<file path="src/rtl/lamp_sequencer.sv">
// lamp_sequencer: steps a 16-lamp thermometer bar one lamp per prescaled tick
// toward the target count of the current phase, and pulses check with the
// completed phase number when the bar is already at target on a tick.
module lamp_sequencer #(
  parameter int unsigned STEP_CYCLES = 4
) (
  input  logic        clk,
  input  logic        rst,
  input  logic        en,
  input  logic [2:0]  mode,
  output logic [15:0] lamp,
  output logic        check,
  output logic [2:0]  prev_mode
);

  localparam int unsigned COUNT_W = 5;
  localparam int unsigned PRESC_W = 8;
  localparam int unsigned MODE_W  = 3;
  localparam int unsigned LAMP_N  = 16;
  localparam int unsigned DEC_W   = LAMP_N + 1;

  localparam logic [PRESC_W-1:0] PRESC_LAST = PRESC_W'(STEP_CYCLES - 1);

  logic [COUNT_W-1:0] count;
  logic [COUNT_W-1:0] count_nxt;
  logic [COUNT_W-1:0] target;
  logic [PRESC_W-1:0] presc;
  logic [PRESC_W-1:0] presc_nxt;
  logic               check_nxt;
  logic [MODE_W-1:0]  prev_mode_nxt;
  logic               tick;

  // Phase target lookup; invalid phases 6 and 7 drive the bar to empty.
  always_comb begin
    target = '0;
    case (mode)
      3'd1:    target = COUNT_W'(16);
      3'd2:    target = COUNT_W'(5);
      3'd3:    target = COUNT_W'(10);
      3'd5:    target = COUNT_W'(5);
      default: target = '0;
    endcase
  end

  // Step strobe: last prescaler cycle while enabled.
  always_comb begin
    tick = en && (presc == PRESC_LAST);
  end

  // Next-state: prescaler advance, one-lamp step toward target, check pulse.
  always_comb begin
    presc_nxt     = presc;
    count_nxt     = count;
    check_nxt     = 1'b0;
    prev_mode_nxt = prev_mode;
    if (en) begin
      if (tick) begin
        presc_nxt = '0;
        if (count < target) begin
          count_nxt = count + COUNT_W'(1);
        end else if (count > target) begin
          count_nxt = count - COUNT_W'(1);
        end else if (!check) begin
          // A held phase at STEP_CYCLES = 1 ticks every cycle; suppressing
          // the back-to-back case keeps check a single-cycle pulse.
          check_nxt     = 1'b1;
          prev_mode_nxt = mode;
        end
      end else begin
        presc_nxt = presc + PRESC_W'(1);
      end
    end
  end

  // State registers with asynchronous reset.
  always_ff @(posedge clk or posedge rst) begin
    if (rst) begin
      presc     <= '0;
      count     <= '0;
      check     <= 1'b0;
      prev_mode <= '0;
    end else begin
      presc     <= presc_nxt;
      count     <= count_nxt;
      check     <= check_nxt;
      prev_mode <= prev_mode_nxt;
    end
  end

  // Thermometer decode of the registered count; count = 16 lights all lamps.
  always_comb begin
    lamp = LAMP_N'((DEC_W'(1) << count) - DEC_W'(1));
  end

endmodule
</file>
<file path="config.mk">
export PLATFORM = sky130hd
export DESIGN_NAME = lamp_sequencer
export DESIGN_NICKNAME = d
export VERILOG_FILES = /design/src/rtl/lamp_sequencer.sv
export SDC_FILE = /design/constraint.sdc
export NUM_CORES = 1
export LEC_CHECK = 0
export CAP_MARGIN = 25
export CORE_MARGIN = 3
export CORE_UTILIZATION = 45
export CTS_CLUSTER_DIAMETER = 100
export DETAILED_ROUTE_END_ITERATION = 6
export PLACE_DENSITY = 0.78
export SLEW_MARGIN = 25
export SYNTH_ARGS = -nofsm -noshare
export SYNTH_HDL_FRONTEND = slang
export SYNTH_SLANG_ARGS = --single-unit
</file>
<file path="constraint.sdc">
create_clock -name clk -period 8.8 [get_ports clk]
set_clock_uncertainty 0.1 [all_clocks]
set_input_delay 1.76 -clock clk [delete_from_list [all_inputs] [get_ports clk]]
set_output_delay 1.76 -clock clk [all_outputs]
set_load 0.02 [all_outputs]
</file>
Word level (Yosys, flattened, before mapping)
Index checks and enable logic that the tools add are counted.
{ "word_totals": {"regBits": 17, "in_bits": 6, "output_inout_bits": 20, "elab_cells": 33} }
{ "op_classes": {"add_sub_neg": 4, "n_lt_le_gt_ge": 2, "n_eq_ne": 5, "shifts": 1, "muxes": 9, "n_bitwise": 3, "reduce_logical": 5} }
{ "ops": {"columns": ["operator", "n"], "rows": [
  ["$shl 1x5->16 const A", 1],
  ["$sub 16x2->16 const B", 1],
  ["$pmux 5 s3", 1],
  ["$mux 5", 2],
  ["$add 8x1->8 const B", 1],
  ["$eq 8x2->1 const B", 1],
  ["$mux 8", 1],
  ["$eq 3x2->1 const B", 2],
  ["$add 5x1->5 const B", 1],
  ["$gt 5x5->1", 1],
  ["$lt 5x5->1", 1],
  ["$mux 1", 5],
  ["$reduce_and 5->1", 1],
  ["$sub 5x1->5 const B", 1],
  ["$eq 3x1->1 const B", 1],
  ["$eq 3x3->1 const B", 1],
  ["$not 1->1", 3],
  ["$reduce_and 3->1", 1],
  ["$reduce_bool 2->1", 1],
  ["$reduce_or 2->1", 1],
  ["$logic_and 1x1->1", 1]
]} }

Longest topological paths before layout
{ "logic_depth": {"ltp_word": 8, "depth_mapped": 14} }

Worst setup path before layout
Ideal clock, no wire load.
{ "synth_timing": {"kind": "reg2out", "from": "reg count[3]", "to": "out lamp[10]", "arrival_time_ps": 2993, "t_required_ps": 6940, "path_slack_ps": 3947, "path_stages_with_launch": 13, "path_cell_list": "dfrtp_1 -> clkbuf_1 -> or2_2 -> clkbuf_1 -> nor2_1 -> inv_1 -> or3_1 -> ha_1 -> clkbuf_1 -> nor3_1 -> a22o_1 -> a22oi_1 -> o21ai_0"} }
{ "synth_between": {"elab_chain_cells": 2} }
{ "synth_rtl": {"columns": ["element", "line_no", "text"], "rows": [
  ["start, declared", "24", "logic [COUNT_W-1:0] count;"],
  ["start signal, assigned", "84", "count <= count_nxt;"],
  ["$shl 1x5->16", "92", "lamp = LAMP_N'((DEC_W'(1) << count) - DEC_W'(1));"],
  ["$sub 16x2->16", "92", null],
  ["end, declared", "11", "output logic [15:0] lamp,"]
]} }
No other way between the ends.

Worst setup path after layout
{ "layout_timing": {"from": "reg count[3]", "to": "out lamp[12]"} }
Same word-level chain as after synthesis.

==> results.py <==
metrics = {
    "outcome": {
        "status": "finished clean",
    },
    "detailed_routing": {
        "drtIter0Drc": 49,
        "vias": 1122,
        "ant_nets": 0,
        "drcViolationCount": 0,
        "vias_per_cell": 5.70,
        "drt_pass1_iterations": 5,
        "drt_wl_total_um": 2690,
        "wl_per_cell_um": 13.6,
    },
    "cts": {
        "cts_setup_buffers": 0,
        "cts_tree": "done",
        "cts_buffer_depth": 2,
        "htreeDepth": 1,
        "cts_sinks": 17,
        "clk_transition_reported_paths_ns": 0.09,
        "cts-root-buf": "clkbuf_4",
        "numCtsBuffers": 3,
        "hold_buffers": 0,
        "ctsResizeCount": 0,
        "insertion_delay_ns": 0.29,
    },
    "grt": {
        "grt_pass1_vias": 1070,
        "antenna_found_initial": 0,
        "grt_usage_pct": 16.6,
        "grt_pass1_wl_um": 4610,
        "grt_max_degree": 18,
        "overflow": 0,
    },
    "final_layout": {
        "layout_commonest_cell": "clkdlybuf4s50_1",
        "post-route-util_pct": 60.3,
        "multiInputGateArea_um2": 797,
        "area_growth_pct": 21.9,
        "nets": 185,
        "regArea_um2": 425,
        "final_cell_mix": "clkdlybuf4s50_1, nand2_1, dfrtp_1",
        "fill_cells": 229,
        "diodes": 0,
        "layout-drive-gt1-share_pct": 8.98,
    },
    "setup_path": {
        "critPathRequiredTime_ns": 6.94,
        "cp_data_arrival_time_ns": 3.57,
        "crit_path_start_kind": "flop",
        "cp-end-kind": "output pin",
        "cp_cell_sequence": "or2_2 -> nor2_1 -> inv_1 -> or3_1 -> ha_1 -> nor3_1 -> nor2b_1 -> a31oi_1 -> o21ai_0 -> clkdlybuf4s50_1",
        "path_class": "reg2out",
        "path_buf_inv": 2,
        "cp_max_fo": 16,
        "critPathSlowestCell": "clkdlybuf4s50_1",
        "cp_top_family": "simple AND/OR/NAND/NOR gates",
        "max_stage_delay_ns": 0.63,
    },
    "synthesis": {
        "synth_edf_count": 0,
        "synth_top_area_share_pct": 33.2,
        "postSynthAreaPerCell_um2": 8.72,
        "yosys.area.top_type": "dfrtp_1",
        "seq_area_frac_synth_pct": 33.2,
        "syn_nets": 164,
        "yosysUniqueCellTypes": 37,
        "syn_inst": 147,
        "synthFlopType": "dfrtp_1",
        "synthArstFlopShare_pct": 100,
        "syn_area_mm2": 0.00128,
        "ys_top_cells_by_area": "dfrtp_1, ha_1, o21ai_0",
        "ys_seq_elements": 17,
        "yosysWarnings": 0,
    },
    "placed_design": {
        "io_buffers": 25,
        "place_congestion": 0.833,
        "post-dp-hpwl_um": 2070,
    },
    "timing": {
        "relSlewSlack_pct": 57.5,
        "maxSlewViolCount": 0,
        "min_period_over_period_pct": 61.7,
        "rsz0062_at_grt": "false",
        "setup_viol": 0,
        "finalHoldViolCount": 0,
        "fin_setup_tns_ns": 0,
        "post-route-min-period_ns": 5.43,
        "clock.fmax_mhz": 184,
        "worstMarginPinSlew_ns": 0.637,
    },
    "floorplanning": {
        "coreArea_mm2": 0.00259,
        "dieHeight_um": 59.4,
        "start_util_pct": 49.5,
        "dieArea_mm2": 0.00353,
        "ios": 26,
        "num_rows": 18,
        "die_x_um": 59.4,
    },
    "pwr": {
        "power_density_mw_per_mm2": 411,
        "peakVddDrop_uv": 397,
        "leakage_nw": 0.687,
    },
    "worst_hold_path": {
        "hp-class": "reg2reg",
    },
    "run": {
        "maxCapViolations": 0,
    },
}
cell usage after synthesis (all sizes together) (4+ instances only):
master and instances:
mux2 6, nand3 6, nand2b 4, nor2 7, o21ai 15, ha 10
a21oi 8, inv 7, clkbuf 9, xnor2 6, nor3 4, dfrtp 17
nand2 17, xor2 4
logic make-up after synthesis:
family / Yosys count / share of synthesized area, %
compound gates: 31 / 14.1
xor+xnor: 10 / 6.83
fa+ha+maj: 11 / 11.3
buf+inv: 16 / 4.68
flops: 17 / 33.2
mux: 8 / 6.83
simple gates: 54 / 23.0
power by group:
group	internal (mW)	leakage, nW	switching, mW
logic	0.220	0.451	0.239
clock network	0.0176	0.0150	0.0233
registers	0.0971	0.221	0.0456
through the flow:
stage	cells	hold slack, ns	total power [mW]	setup WS [ns]	cell area (um2)
after floorplan	147	0.350	0.437	3.95	1280
final	197	0.394	0.643	3.37	1560
after global routing	197	0.431	0.696	3.12	1560
after detailed placement	193	0.383	0.604	3.72	1540
after CTS	197	0.401	0.646	3.38	1560
after global placement	193	0.376	0.586	3.91	1540
sequential cells by signal, indices dropped and copies added, names as in the netlist:
| register | count |
|---|---|
| prev_mode | 3 |
| check | 1 |
| count | 5 |
| presc | 8 |
cell type report:
cell class | instances | share of cell area [%]
Inverter | 7 | 1.68
Clock buffer | 4 | 1.68
Tap cell | 30 | 2.40
Sequential cell | 17 | 27.2
Multi-Input combinational cell | 114 | 51.0
Timing Repair Buffer | 25 | 16.0
final timing paths:
path,startpoint,to,slack (ns),cells past startpoint
max in group asynchronous,rst,presc[5],6.44,2
min,presc[7],presc[7],0.39,1
max,count[3],lamp[12],3.37,10
max reg2reg,count[0],count[4],6.00,10
min in group asynchronous,rst,prev_mode[2],1.76,2
min reg2reg,presc[7],presc[7],0.39,1
layer usage:
| layer | track usage [%] | up-vias | wire, um |
|---|---|---|---|
| li1 | - | 562 | - |
| met1 | 22.2 | 536 | 1230 |
| met3 | 1.31 | 5 | 76 |
| met4 | 4.85 | 0 | 32 |
| met2 | 28.5 | 19 | 1350 |
| met5 | 0 | - | 0 |
(Power assumes the default switching activity.)
